File: src/rtl/divctrl_pkg.sv
// Shared types and reset defaults for the divider-cascade run/stop controller.
// Optional irq output is enabled with DIVCTRL_IRQ_EN.
package divctrl_pkg;

    localparam int DEF_CW = 24;
    localparam int DEF_LIM0_RST = 1666;
    localparam int DEF_LIM1_RST = 5000;

    typedef enum logic [1:0] {
        IDLE = 2'd0,
        RUN  = 2'd1,
        STOP = 2'd2
    } state_t;

    function automatic logic is_counting(input state_t s);
        return (s == RUN) || (s == STOP);
    endfunction

endpackage

File: src/rtl/divctrl_chan.sv
// One divider channel: counter, active/shadow limit, pending flag, toggle output.
// Shadow limit commits in idle or on this channel's terminal count.
module divctrl_chan
    import divctrl_pkg::*;
#(
    parameter int W = DEF_CW,
    parameter int LIM_RST = DEF_LIM0_RST
) (
    input  logic         clk,
    input  logic         rst_n,
    input  logic         idle,
    input  logic         advance,
    input  logic         idle_clear,
    input  logic         wr,
    input  logic [W-1:0] lim_in,
    output logic         tc,
    output logic         out,
    output logic         pend
);

    logic [W-1:0] cnt;
    logic [W-1:0] active;
    logic [W-1:0] shadow;
    logic [W-1:0] eff;
    logic         commit;

    // A programmed limit of zero behaves as one.
    assign eff    = (active == '0) ? W'(1) : active;
    assign tc     = (cnt >= eff - W'(1));
    assign commit = pend && (idle || (advance && tc));

    always_ff @(posedge clk or negedge rst_n) begin
        if (!rst_n) begin
            shadow <= W'(LIM_RST);
            active <= W'(LIM_RST);
            pend   <= 1'b0;
        end else if (wr) begin
            shadow <= lim_in;
            pend   <= 1'b1;
        end else if (commit) begin
            active <= shadow;
            pend   <= 1'b0;
        end
    end

    always_ff @(posedge clk or negedge rst_n) begin
        if (!rst_n) begin
            cnt <= '0;
            out <= 1'b0;
        end else if (idle_clear) begin
            cnt <= '0;
            out <= 1'b0;
        end else if (advance) begin
            if (tc) begin
                cnt <= '0;
                out <= ~out;
            end else begin
                cnt <= cnt + W'(1);
            end
        end
    end

endmodule

File: src/rtl/divctrl_sched.sv
// Run/stop sequencer and limit-config port for the two-channel divider cascade.
// Define DIVCTRL_IRQ_EN to add the irq pulse output on each out1 rise.
module divctrl_sched
    import divctrl_pkg::*;
#(
    parameter int CW = DEF_CW,
    parameter int LIM0_RST = DEF_LIM0_RST,
    parameter int LIM1_RST = DEF_LIM1_RST
) (
    input  logic          F1,
    input  logic          rst_n,
    input  logic          en,
    input  logic          cfg_valid,
    output logic          cfg_ready,
    input  logic          cfg_sel,
    input  logic [CW-1:0] cfg_lim,
    output logic          busy,
    output logic          tick0,
    output logic          out0,
    output logic          out1
`ifdef DIVCTRL_IRQ_EN
    ,
    output logic          irq
`endif
);

    state_t state;
    state_t nxt;
    logic   run;
    logic   idle;
    logic   clear;
    logic   pend0;
    logic   pend1;
    logic   tc0;
    logic   tc1;
    logic   adv1;
    logic   acc;
    logic   wr0;
    logic   wr1;

    assign cfg_ready = cfg_sel ? !pend1 : !pend0;
    assign acc       = cfg_valid && cfg_ready;
    assign wr0       = acc && !cfg_sel;
    assign wr1       = acc && cfg_sel;

    always_ff @(posedge F1 or negedge rst_n) begin
        if (!rst_n) begin
            state <= IDLE;
            busy  <= 1'b0;
        end else begin
            state <= nxt;
            busy  <= (nxt != IDLE);
        end
    end

    // run is low on the STOP->IDLE edge so counters clear instead of stepping.
    always_comb begin
        nxt = IDLE;
        run = 1'b0;
        unique case (state)
            IDLE: nxt = en ? RUN : IDLE;
            RUN: begin
                run = 1'b1;
                nxt = en ? RUN : STOP;
            end
            STOP: begin
                run = 1'b1;
                nxt = STOP;
                if (en) begin
                    nxt = RUN;
                end else if (!out0 && !out1) begin
                    nxt = IDLE;
                    run = 1'b0;
                end
            end
            default: nxt = IDLE;
        endcase
    end

    assign idle  = (state == IDLE);
    assign clear = !run;
    assign adv1  = run && tc0 && !out0;

    divctrl_chan #(
        .W(CW),
        .LIM_RST(LIM0_RST)
    ) u_ch0 (
        .clk(F1),
        .rst_n(rst_n),
        .idle(idle),
        .advance(run),
        .idle_clear(clear),
        .wr(wr0),
        .lim_in(cfg_lim),
        .tc(tc0),
        .out(out0),
        .pend(pend0)
    );

    divctrl_chan #(
        .W(CW),
        .LIM_RST(LIM1_RST)
    ) u_ch1 (
        .clk(F1),
        .rst_n(rst_n),
        .idle(idle),
        .advance(adv1),
        .idle_clear(clear),
        .wr(wr1),
        .lim_in(cfg_lim),
        .tc(tc1),
        .out(out1),
        .pend(pend1)
    );

    always_ff @(posedge F1 or negedge rst_n) begin
        if (!rst_n) begin
            tick0 <= 1'b0;
        end else begin
            tick0 <= run && tc0;
        end
    end

`ifdef DIVCTRL_IRQ_EN
    always_ff @(posedge F1 or negedge rst_n) begin
        if (!rst_n) begin
            irq <= 1'b0;
        end else begin
            irq <= adv1 && tc1 && !out1;
        end
    end
`endif

endmodule

File: config.mk
export PLATFORM = sky130hd
export DESIGN_NAME = divctrl_sched
export DESIGN_NICKNAME = d
export VERILOG_FILES = /design/src/rtl/divctrl_pkg.sv /design/src/rtl/divctrl_chan.sv /design/src/rtl/divctrl_sched.sv
export SDC_FILE = /design/constraint.sdc
export NUM_CORES = 1
export LEC_CHECK = 0
export CORE_MARGIN = 2
export CORE_UTILIZATION = 40
export CTS_CLUSTER_DIAMETER = 40
export CTS_CLUSTER_SIZE = 16
export DETAILED_ROUTE_END_ITERATION = 8
export PLACE_DENSITY = 0.59
export SYNTH_ARGS = -nofsm -noshare
export SYNTH_HDL_FRONTEND = slang
export SYNTH_SLANG_ARGS = --single-unit
File: constraint.sdc
create_clock -name F1 -period 6.8 [get_ports F1]
set_clock_uncertainty 0.1 [all_clocks]
set_input_delay 1.36 -clock F1 [delete_from_list [all_inputs] [get_ports F1]]
set_output_delay 1.36 -clock F1 [all_outputs]
set_load 0.01 [all_outputs]
=== Word-level counts from Yosys, hierarchy flattened ===
Index checks and enable logic that the tools add are counted.

* Bits in registers: 152
* Input port bits: 29
* Output and inout bits: 5
* Logic and storage cells: 78

* Add/sub/neg operators: 4
* Magnitude comparators: 2
* Equality and inequality tests: 5
* Muxes and demuxes: 25
* Bitwise operators: 4
* Reductions and logical operators: 25

{| class="wikitable"
|+ Operator list
! kind !! number
|-
| 24-bit 2-to-1 mux || 7
|-
| 24-bit by 1-bit adder with 24-bit output (second input constant) || 2
|-
| 24-bit >= comparator || 2
|-
| 24-bit logical NOT || 2
|-
| 24-bit by 1-bit subtractor with 24-bit output (second input constant) || 2
|-
| 1-bit 2-to-1 mux || 13
|-
| 1-bit logical AND || 9
|-
| 2-bit 2-to-1 mux || 3
|-
| 2-bit one-hot mux with 3 select lines || 1
|-
| 2-bit AND reduction || 3
|-
| 2-bit nonzero test || 3
|-
| 1-bit logical NOT || 5
|-
| 2-bit by 1-bit != test with 1-bit output (second input constant) || 2
|-
| 1-bit inverter || 4
|-
| 2-bit by 1-bit equality test with 1-bit output (second input constant) || 1
|-
| 2-bit equality test (second input constant) || 1
|-
| 2-bit logical NOT || 1
|-
| 1-bit logical OR || 2
|-
| 2-bit != test (second input constant) || 1
|-
| 1-bit one-hot mux with 2 select lines || 1
|}

=== Longest topological paths before layout ===
Gate-level depths: netlist of the first run.

* Word-level depth: 12
* Depth in mapped cells: 22
* Depth with buffers taken out: 20

=== Modules after synthesis ===
Synthesis of the first run repeated with hierarchy kept, for this count alone.

* Cells, all modules: 808
* Area total of the unflattened synthesis: 8789.7 µm²

{| class="wikitable"
|+ By module, submodules not included
! module !! instances !! cells an instance !! area each (µm²) !! sequential area each (µm²)
|-
| divctrl_chan (u_ch1) || 1 || 387 || 4282.9 || 1864.3
|-
| divctrl_chan (u_ch0) || 1 || 394 || 4229.1 || 1861.8
|-
| divctrl_sched || 1 || 27 || 277.8 || 100.1
|}

=== Least setup slack after synthesis of the first run ===
Ideal clock, no wire load.

* Path kind: register -> register
* Start point: register u_ch0.active[15]
* End point: register u_ch1.active[10]
* Library setup time: 127 ps
* Arrival: 4934 ps
* Data required time: 6573 ps
* Path slack: 1638 ps
* Cell stages (with the launch flop): 22
* Buffers on the path: 1
* Period minus slack after synthesis: 5162 ps
* Cells stage by stage: dfrtp_1 -> nor4_1 -> nor4b_1 -> or3b_1 -> nor4b_1 -> nor2_1 -> ha_1 -> nor3b_1 -> nand2_1 -> or2_2 -> nor2_1 -> nand3b_1 -> xor2_1 -> ha_1 -> nand4_1 -> nor4_2 -> nand4_1 -> o21ai_1 -> nor2_2 -> o41ai_4 -> buf_6 -> mux2_1

* Word-level cells in the longest chain between the ends: 10

{| class="wikitable"
|+ RTL lines
! element !! RTL line !! source
|-
| from (decl) || divctrl_chan.sv:22 || <nowiki>logic [W-1:0] active;</nowiki>
|-
| from (signal assigned) || divctrl_chan.sv:35 || <nowiki>active <= W'(LIM_RST);</nowiki>
|-
| from (signal assigned) || divctrl_chan.sv:41 || <nowiki>active <= shadow;</nowiki>
|-
| 24-bit logical NOT || divctrl_chan.sv:28 || <nowiki>assign eff = (active == '0) ? W'(1) : active;</nowiki>
|-
| 24-bit 2-to-1 mux * || divctrl_chan.sv:28 ||
|-
| 24-bit by 1-bit subtractor with 24-bit output * || divctrl_chan.sv:29 || <nowiki>assign tc = (cnt >= eff - W'(1));</nowiki>
|-
| 24-bit >= comparator * || divctrl_chan.sv:29 ||
|-
| 1-bit logical AND * (2 in a row) || divctrl_sched.sv:82 || <nowiki>assign adv1 = run && tc0 && !out0;</nowiki>
|-
| 1-bit logical AND * || divctrl_chan.sv:30 || <nowiki>assign commit = pend && (idle || (advance && tc));</nowiki>
|-
| 1-bit logical OR * || divctrl_chan.sv:30 ||
|-
| 1-bit logical AND * || divctrl_chan.sv:30 ||
|-
| 2-bit AND reduction (no source line) * || - ||
|-
| to (signal assigned) || divctrl_chan.sv:35 ||
|-
| to (signal assigned) || divctrl_chan.sv:41 ||
|-
| to (decl) || divctrl_chan.sv:22 ||
|}

Every way passes the cells marked *; elsewhere a longest branch is shown, timed or not.
A chain may end at the register's enable or synchronous reset.

=== Worst setup path in the final report of the first run ===
* Start point: register u_ch0.active[15]
* End point: register u_ch1.cnt[13]

* Word-level cells in the longest chain between the ends: 7

{| class="wikitable"
|+ RTL lines
! element !! RTL line !! source
|-
| 24-bit logical NOT || divctrl_chan.sv:28 ||
|-
| 24-bit 2-to-1 mux * || divctrl_chan.sv:28 ||
|-
| 24-bit by 1-bit subtractor with 24-bit output * || divctrl_chan.sv:29 ||
|-
| 24-bit >= comparator * || divctrl_chan.sv:29 ||
|-
| 1-bit logical AND * (2 in a row) || divctrl_sched.sv:82 ||
|-
| 2-bit by 1-bit != test with 1-bit output (no source line) * || - ||
|-
| to (signal assigned) || divctrl_chan.sv:58 || <nowiki>cnt <= cnt + W'(1);</nowiki>
|-
| to (decl) || divctrl_chan.sv:21 || <nowiki>logic [W-1:0] cnt;</nowiki>
|}

Marked as above.

==> impl_results.md, run 1 <==
* CP Cell Sequence: nor4_1 > nor4b_1 > or3b_1 > nor4b_1 > nor2_1 > ha_1 > nor3b_1 > nand2_1 > or2_2 > nor2_1 > nand3b_1 > xor2_1 > ha_1 > nand4_1 > nor4_2 > nand4_1 > o211ai_1 > o21ai_2 > buf_4 > or4_1 > a21oi_1
* Row count at 52
* CP peak stage delay at 0.70 ns
* Seq pwr share at 45.1%
* Final nets at 883
* Combinational cell fraction of total power at 26.0%
* Final WL at 17,100 um
* Post-CTS setup buffers at 0
* Initial antenna violation count at 0
* Area after DPL at 8900 sq um
* Final WS setup at 0.700 ns
* Ys async rst share at 100%
* Synth Instances at 761
* Seq/Total Area, Yosys at 46.2%
* Cell area power density at 328 nW/um^2
* Mapped Area at 8280 sq um
* Syn. warnings at 0
* Max FO, Critical Path at 23
* Slew margin rel. at 39.8%
* Starting DRT DRC Count at 328
* # placed instances at 1,049
* Post-Place Setup Slack at 0.788 ns
* LEAKAGE at 3.81 nW
* Drt first pass iters at 4
* FF+latch count, synth at 152
* Number of vias per cell at 5.31
* Critical Path Slowest Stage Cell: nor4b_1
* Clock slew at reported path FFs at 0.06 ns
* CTS Buf Count at 17
* Syn Nets at 846
* Hold Violations, Final at 0
* Setup crit start kind: register
* Clk pwr share at 28.9%
* Crit. End Element: register
* Worst min-delay path class: register to register
* Post-Route Utilization at 46.6%
* Filler cell count at 1,932
* # hold bufs at CTS at 0
* Final period util at 89.7%
* Antenna cells at 0
* Global-route wire length before repair at 29,800 um
* Post-synth EDFFs at 0
* Status: complete, no violations
* WHS at 0.390 ns
* Period minus WS final at 6.10 ns
* # clock sinks at 152
* Busiest layer in global routing: met1
* WL/cell at 15.9 um
* Starting Density at 40.8%
* Peak VDD IR at 0.185 mV
* NetSw at 1.02 mW
* Number of max-cap violations at 0
* Die Y-Extent at 148 um
* Pint at 2.08 mW
* Final Power at 3.10 mW
* Die area at 21,900 sq um
* Clock latency at the later pin of the worst-skew pair at 0.42 ns
* Final Non-Filler Cells at 1,081
* CTS tree: yes
* M1 GR Usage at 25.2%
* Number of global-route vias before repair at 5,681
* Area of the core at 20,300 sq um
* Mapped Avg Cell Area at 10.9 sq um
* Die width at 148 um
* Worst Tran Pin Value at 0.899 ns
* Slew Viols, Final at 0
* Total gr overflow at 0
* PortBufs at 33
* Area growth syn-to-layout at 14.3%
* CP Class: register to register
* Largest net degree at the start of global routing at 94
* Crit path max-delay family: simple AND/OR/NAND/NOR gates
* Total track usage at 17.0%
* Routed Antenna Nets at 0
* WP data required at 7.04 ns
* DRC Markers at 0
* Yosys cell types at 55
* Bufs and invs on worst path at 1
* Via count at 5,737
* Top-Level Pins at 34
* CP arrival at 6.34 ns
* M3 GR Usage at 3.09%
* CTS resizes at 0
* Final Cell Area at 9460 sq um
* Top FF cell, synth: dfrtp_1
* Layout cell share with drive strength beyond 1 at 18.0%
* Routability cong. at 0.775
* Post-DP HPWL at 12,400 um
* CTS H-tree depth at 4
* RSZ-0062 raised after global routing: false
* Max Fclk at 164 MHz
* Final setup fails at 0
* Setup TNS at 0 ns
* Net Sw Frac at 32.8%
* M2 GR Usage at 25.2%
* Clk buf depth at 2
* Clk root buf: clkbuf_16
-- flip-flops by register name, indices dropped and copies added, names as in the netlist --
| name | count |
|---|---|
| busy | 1 |
| state | 2 |
| tick0 | 1 |
| u_ch0.active | 24 |
| u_ch0.cnt | 24 |
| u_ch0.out | 1 |
| u_ch0.pend | 1 |
| u_ch0.shadow | 24 |
| u_ch1.active | 24 |
| u_ch1.cnt | 24 |
| u_ch1.out | 1 |
| u_ch1.pend | 1 |
| u_ch1.shadow | 24 |
-- cell families (layout without fill, tap and decap cells) --
| group | after synthesis | count (layout) | synth area share [%] |
|---|---|---|---|
| and+or+nand+nor | 256 | 256 | 16.1 |
| AOI/OAI and AO/OA | 101 | 101 | 7.63 |
| muxes | 97 | 97 | 13.2 |
| DFF | 152 | 152 | 46.2 |
| buffers and inverters | 38 | 88 | 1.99 |
| xor gates and xnor gates | 61 | 61 | 6.45 |
| adders and majority gates | 56 | 56 | 8.46 |
-- layer usage --
metal  share of wire [%]  up-vias
met2                  44       64
met4                 1.6        0
met5                   0        -
met3                 2.7       18
li1                    -     2857
met1                  52     2798
-- synthesized netlist by cell type (all sizes together) (2+ instances only) --
master / count / area [sq um]
a211oi: 3 / 22.5
a21oi: 34 / 170
and2: 4 / 25.0
and3: 8 / 50.1
and4: 2 / 17.5
buf: 9 / 56.3
clkbuf: 12 / 45.0
dfrtp: 134 / 3350
dfstp: 18 / 473
ha: 56 / 701
inv: 17 / 63.8
mux2: 96 / 1080
nand2: 52 / 195
nand2b: 11 / 71.3
nand3: 22 / 110
nand3b: 4 / 30.0
nand4: 20 / 125
nor2: 67 / 254
nor2b: 4 / 25.0
nor3: 12 / 65.1
nor3b: 5 / 37.5
nor4: 15 / 106
nor4b: 3 / 26.3
o211ai: 4 / 30.0
o21a: 2 / 15.0
o21ai: 30 / 150
o31a: 2 / 17.5
o31ai: 13 / 97.6
o41ai: 5 / 62.6
or2: 4 / 25.0
or3: 6 / 37.5
or4: 15 / 113
xnor2: 36 / 315
xor2: 25 / 219
-- layout by cell type (no fill, tap or decap), types with 5 or more instances in the layout --
master / count
or3_1: 6
buf_4: 6
xnor2_1: 36
o21ai_0: 27
nor4_1: 13
inv_1: 17
nand2_1: 52
clkdlybuf4s50_1: 32
clkbuf_16: 17
dfstp_2: 18
inv_6: 5
xor2_1: 25
and3_1: 8
nor3_1: 11
nand2b_1: 10
ha_1: 56
mux2_2: 76
dfrtp_1: 134
nor2_1: 66
a21oi_1: 34
nand4_1: 20
mux2_1: 20
nand3_1: 22
or4_1: 15
o31ai_1: 13
-- worst paths after layout --
check / end / from / slack, ns / depth (start not counted)
setup / recovery: u_ch1.cnt[13] / u_ch0.active[15] / 0.70 / 21
hold / removal: u_ch1.active[17] / u_ch1.shadow[17] / 0.39 / 1
setup reg to reg: u_ch1.cnt[13] / u_ch0.active[15] / 0.70 / 21
hold reg to reg: u_ch1.active[17] / u_ch1.shadow[17] / 0.39 / 1
max in group asynchronous: u_ch0.cnt[17] / rst_n / 4.38 / 2
min in group asynchronous: u_ch1.shadow[4] / rst_n / 0.93 / 1
-- final cells by class --
type	instances	area, sq um	share of cell area (%)
clock buffers	18	439	4.64
well taps	270	338	3.57
flip-flops and latches	152	3830	40.4
repair buffers	39	377	3.98
inverters	17	63.8	0.675
multi-input cells	571	4300	45.5
clock inverters	14	115	1.22
-- power groups by stage --
stage,clock network (mW),registers (mW),logic [mW]
2_1_floorplan,0,1.34,0.649
3_3_place_gp,0,1.41,0.805
3_5_place_dp,0,1.42,0.813
4_1_cts,0.924,1.40,0.822
5_1_grt,0.963,1.44,0.923
6_report,0.897,1.40,0.806
No activity file was read; power rests on OpenSTA's default activity.
==> inputs of run 2 (changes only) <==
SLEW_MARGIN = 10   (was not set)
==> results of run 2 <==
The final DEF is identical to that of run 1; final timing and power are the same.
==> RTL change 1 (settings of run 2) <==
The 3 states of `state_t` get a one-hot encoding in 3 bits.
--- a/src/rtl/divctrl_pkg.sv
+++ b/src/rtl/divctrl_pkg.sv
@@ -6,10 +6,10 @@
     localparam int DEF_LIM0_RST = 1666;
     localparam int DEF_LIM1_RST = 5000;
 
-    typedef enum logic [1:0] {
-        IDLE = 2'd0,
-        RUN  = 2'd1,
-        STOP = 2'd2
+    typedef enum logic [2:0] {
+        IDLE = 3'b001,
+        RUN  = 3'b010,
+        STOP = 3'b100
     } state_t;
 
     function automatic logic is_counting(input state_t s);
Behaviour: same outputs for any inputs over 4 cycles, from zero or initial values and one cycle with rst_n low; so few cycles prove little.
==> RTL change 1 against run 2 <==
Worst setup slack better by 390 ps; wire length up 4.2%; power up 11%; sequential cell count up 1; sequential power up 8%; area after synthesis about the same; design area up 0.38%; via count up 2.5%; non-clock buffer count up 2; first-iteration DRC count up 3.4%; hold slack better by 15 ps.
==> RTL change 1: results (changes against run 2) <==
| Metric | Value |
|---|---|
| Status | `complete, no violations` |
| P_sw | `0.001165 W (+14%)` |
| Sequential cell power | `0.00151 W (+8%)` |
| Multi-input gate count | `565 (-1.1%)` |
| Met2 wire length | `8484 µm (+13%)` |
| Xor and xnor area share after synthesis | `0.06671 (+0.002176)` |
| Worst hold slack | `404.5 ps (+14.58 ps)` |
| Starting DRC count in detailed routing | `339 (+3.4%)` |
| CTS Sinks | `153 (+0.66%)` |
| Met1 WL | `8525 µm (-4.2%)` |
| Hold_sp | `u_ch1.shadow[2]` |
| Data buffer area share | `0.04124 (+0.001429)` |
| Pwr Density | `364.2 nW/µm² (+11%)` |
| CP arrival | `5920 ps (-420 ps)` |
| Worst-path fanout max | `24 (+4.3%)` |
| Syn Area/Cell | `11.00 µm² (+1.1%)` |
| Core Util, Final | `0.4693 (+0.003292)` |
| Worst slew pin tran | `871.5 ps (-27.51 ps)` |
| DRT Wirelength | `17,860 µm (+4.2%)` |
| WL/cell | `16.68 µm (+5.2%)` |
| Hold path endpoint | `u_ch1.shadow[2]` |
| Syn Nets | `833 (-1.5%)` |
| Synth top cells by count | `134 x dfrtp_1, 96 x mux2_2, 57 x nor2_1` |
| Synth Area in Compound Gates | `0.08244 (+0.006120)` |
| Total GRT Usage | `0.1701 (about the same)` |
| HPWL Detailed | `12,980 µm (+4.6%)` |
| Critical Path Max Stage Delay | `550 ps (-150 ps)` |
| Dpl ws | `1190 ps (+401.9 ps)` |
| Reg2reg end | `u_ch1.active[19]` |
| First-pass GRT wire length | `29,740 µm (about the same)` |
| Placed insts | `1,039 (-0.95%)` |
| Met1 usage in global routing | `0.2307 (-0.02176)` |
| Via-per-instance ratio | `5.489 (+3.4%)` |
| Maximum vdd ir drop | `0.2122 mV (+15%)` |
| Area of the multi-input gates | `4319 µm² (+0.44%)` |
| Logic inverters | `10 (-7)` |
| Cell variety after synth | `49 (-11%)` |
| Leakage | `3.857 nW (+1.2%)` |
| M3 GR Usage | `0.03364 (+0.002778)` |
| Reg2Reg Depth | `19 (-9.5%)` |
| Met2 usage | `0.2735 (+0.02186)` |
| Clock group share of total power | `0.261 (-0.028)` |
| Placed Area | `8937 µm² (+0.37%)` |
| Synth Area in Adders | `0.07866 (-0.005974)` |
| Layout cell share with drive strength beyond 1 | `0.2085 (+0.02846)` |
| Nets | `869 (-1.6%)` |
RTL change 1: cell types whose count changed in the layout (fill, tap and decap cells not counted), moves of 9 or more:
cell | run 2 | this run
nand2_1 | 52 | 43
nor2_1 | 66 | 57
mux2_1 | 20 | 0
mux2_2 | 76 | 96
or4_1 | 15 | 24
o21ai_0 | 27 | 13
RTL change 1: how the worst max path moves through the flow:
stage | from | end | slack, ps | cells after the start
after floorplan | u_ch1.active[9] | u_ch1.active[10] | 1510 | 19
after global placement | u_ch1.active[9] | u_ch1.active[20] | 1260 | 19
after detailed placement | u_ch1.active[9] | u_ch1.active[10] | 1190 | 19
after CTS | u_ch1.active[9] | u_ch1.active[19] | 1150 | 19
after global routing | u_ch1.active[9] | u_ch1.active[2] | 810 | 19
final | u_ch1.active[9] | u_ch1.active[19] | 1090 | 19
==> RTL change 2 (flow settings as in run 2) <==
Made on the original files. `DEF_CW`: 24 -> 12.
--- a/src/rtl/divctrl_pkg.sv
+++ b/src/rtl/divctrl_pkg.sv
@@ -2,7 +2,7 @@
 // Optional irq output is enabled with DIVCTRL_IRQ_EN.
 package divctrl_pkg;
 
-    localparam int DEF_CW = 24;
+    localparam int DEF_CW = 12;
     localparam int DEF_LIM0_RST = 1666;
     localparam int DEF_LIM1_RST = 5000;
 
Interface: changed (resized cfg_lim); port bits go from 34 to 22. The function was not compared with the original's and may differ.
==> RTL change 2 against run 2 <==
Critical path depth decreased by 6; first-iteration DRC count decreased by 28%; design area decreased by 44%; worst setup slack improved by 1600 ps; area after synthesis decreased by 43%; die area decreased by 42%; maximum frequency increased by 35%; power decreased by 45%; clock power decreased by 43%; hold slack improved by 4.0 ps; via count decreased by 37%; global-route usage increased by 1.1 points; wire length decreased by 37%; sequential cell count decreased by 72; critical endpoint is now u_ch1.cnt[2]; largest power group unchanged.
==> RTL change 2: results (changes against run 2) <==
| Metric | Value |
|---|---|
| Synth Area in Adders | `0.08527 (+0.0006346)` |
| CP arrival | `4640 ps (-1700 ps)` |
| DRT Wirelength | `10,770 µm (-37%)` |
| Net Sw Frac | `0.3350 (+0.006838)` |
| Post-Syn Instances | `450 (-41%)` |
| Slew margin rel. | `0.2632 (-0.1352)` |
| Placed insts | `598 (-43%)` |
| Sequential-to-total area share from yosys stat | `0.4306 (-0.03155)` |
| Leakage | `2.196 nW (-42%)` |
| Xor and xnor area share after synthesis | `0.04849 (-0.01604)` |
| Largest net degree at the start of global routing | `81 (-14%)` |
| F_max | `221.5 MHz (+35%)` |
| Htree depth | `3 (-1)` |
| Dpl ws | `2301 ps (+1513 ps)` |
| Drt pass-1 iters | `5 (+1)` |
| M3 GR Usage | `0.02160 (-0.009266)` |
| Top cells by area, synth | `dfrtp_1 34%, dfstp_2 9.0%, ha_1 8.5%, mux2_2 5.8%, nand3_1 4.4%` |
| Via-per-instance ratio | `5.842 (+10%)` |
| WL/cell | `17.53 µm (+11%)` |
| Worst hold slack | `393.9 ps (+3.957 ps)` |
| Filler Cell Count | `1,072 (-45%)` |
| Status | `complete, no violations` |
| Met1 usage in global routing | `0.2646 (+0.01211)` |
| Total GRT Usage | `0.1810 (+0.01086)` |
| Layout cell share with drive strength beyond 1 | `0.1699 (-0.01017)` |
| HPWL Detailed | `7307 µm (-41%)` |
| Vias in the first global route | `3,542 (-38%)` |
RTL change 2: cell families after synthesis:
logic type	count (synthesis)
compound gates	85
fa+ha+maj	32
buf+inv	29
flops	80
mux	37
simple gates	161
xor+xnor	26
RTL change 2: power groups by stage:
| stage | Clock, W | Sequential [W] | Combinational (W) |
|---|---|---|---|
| 2_1_floorplan | 0 | 0.000694 | 0.000369 |
| 3_3_place_gp | 0 | 0.000737 | 0.000451 |
| 3_5_place_dp | 0 | 0.000743 | 0.000467 |
| 4_1_cts | 0.000522 | 0.000735 | 0.000472 |
| 5_1_grt | 0.000541 | 0.000756 | 0.000529 |
| 6_report | 0.000514 | 0.000737 | 0.000468 |
RTL change 2: worst paths after layout:
| check | endpoint | cells after the start | startpoint |
|---|---|---|---|
| hold / removal | u_ch0.active[0] | 1 | u_ch0.shadow[0] |
| hold reg to reg | u_ch0.active[0] | 1 | u_ch0.shadow[0] |
| setup reg to reg | u_ch1.cnt[2] | 15 | u_ch0.active[4] |
| setup / recovery | u_ch1.cnt[2] | 15 | u_ch0.active[4] |
| min in group asynchronous | u_ch1.cnt[1] | 1 | rst_n |
| max in group asynchronous | u_ch1.out | 1 | rst_n |
RTL change 2: critical path: stages, from the launching register on:
cell	delay [ps]
dfrtp_1	450
or4_4	560
or4_4	460
nor2_4	110
a31oi_1	110
ha_1	220
nand2_1	140
nor4_1	90
xnor2_1	130
ha_1	310
a21oi_1	70
a21boi_0	380
o31a_1	250
a21o_1	520
o21ai_0	200
a32o_1	300
RTL change 2: layout make-up:
cell class / count / share of cell area
flip-flops and latches: 80 / 0.3788
well taps: 143 / 0.03352
clock buffers: 9 / 0.04219
multi-input cells: 341 / 0.4796
inverters: 11 / 0.007736
repair buffers: 23 / 0.04173
clock inverters: 7 / 0.01641
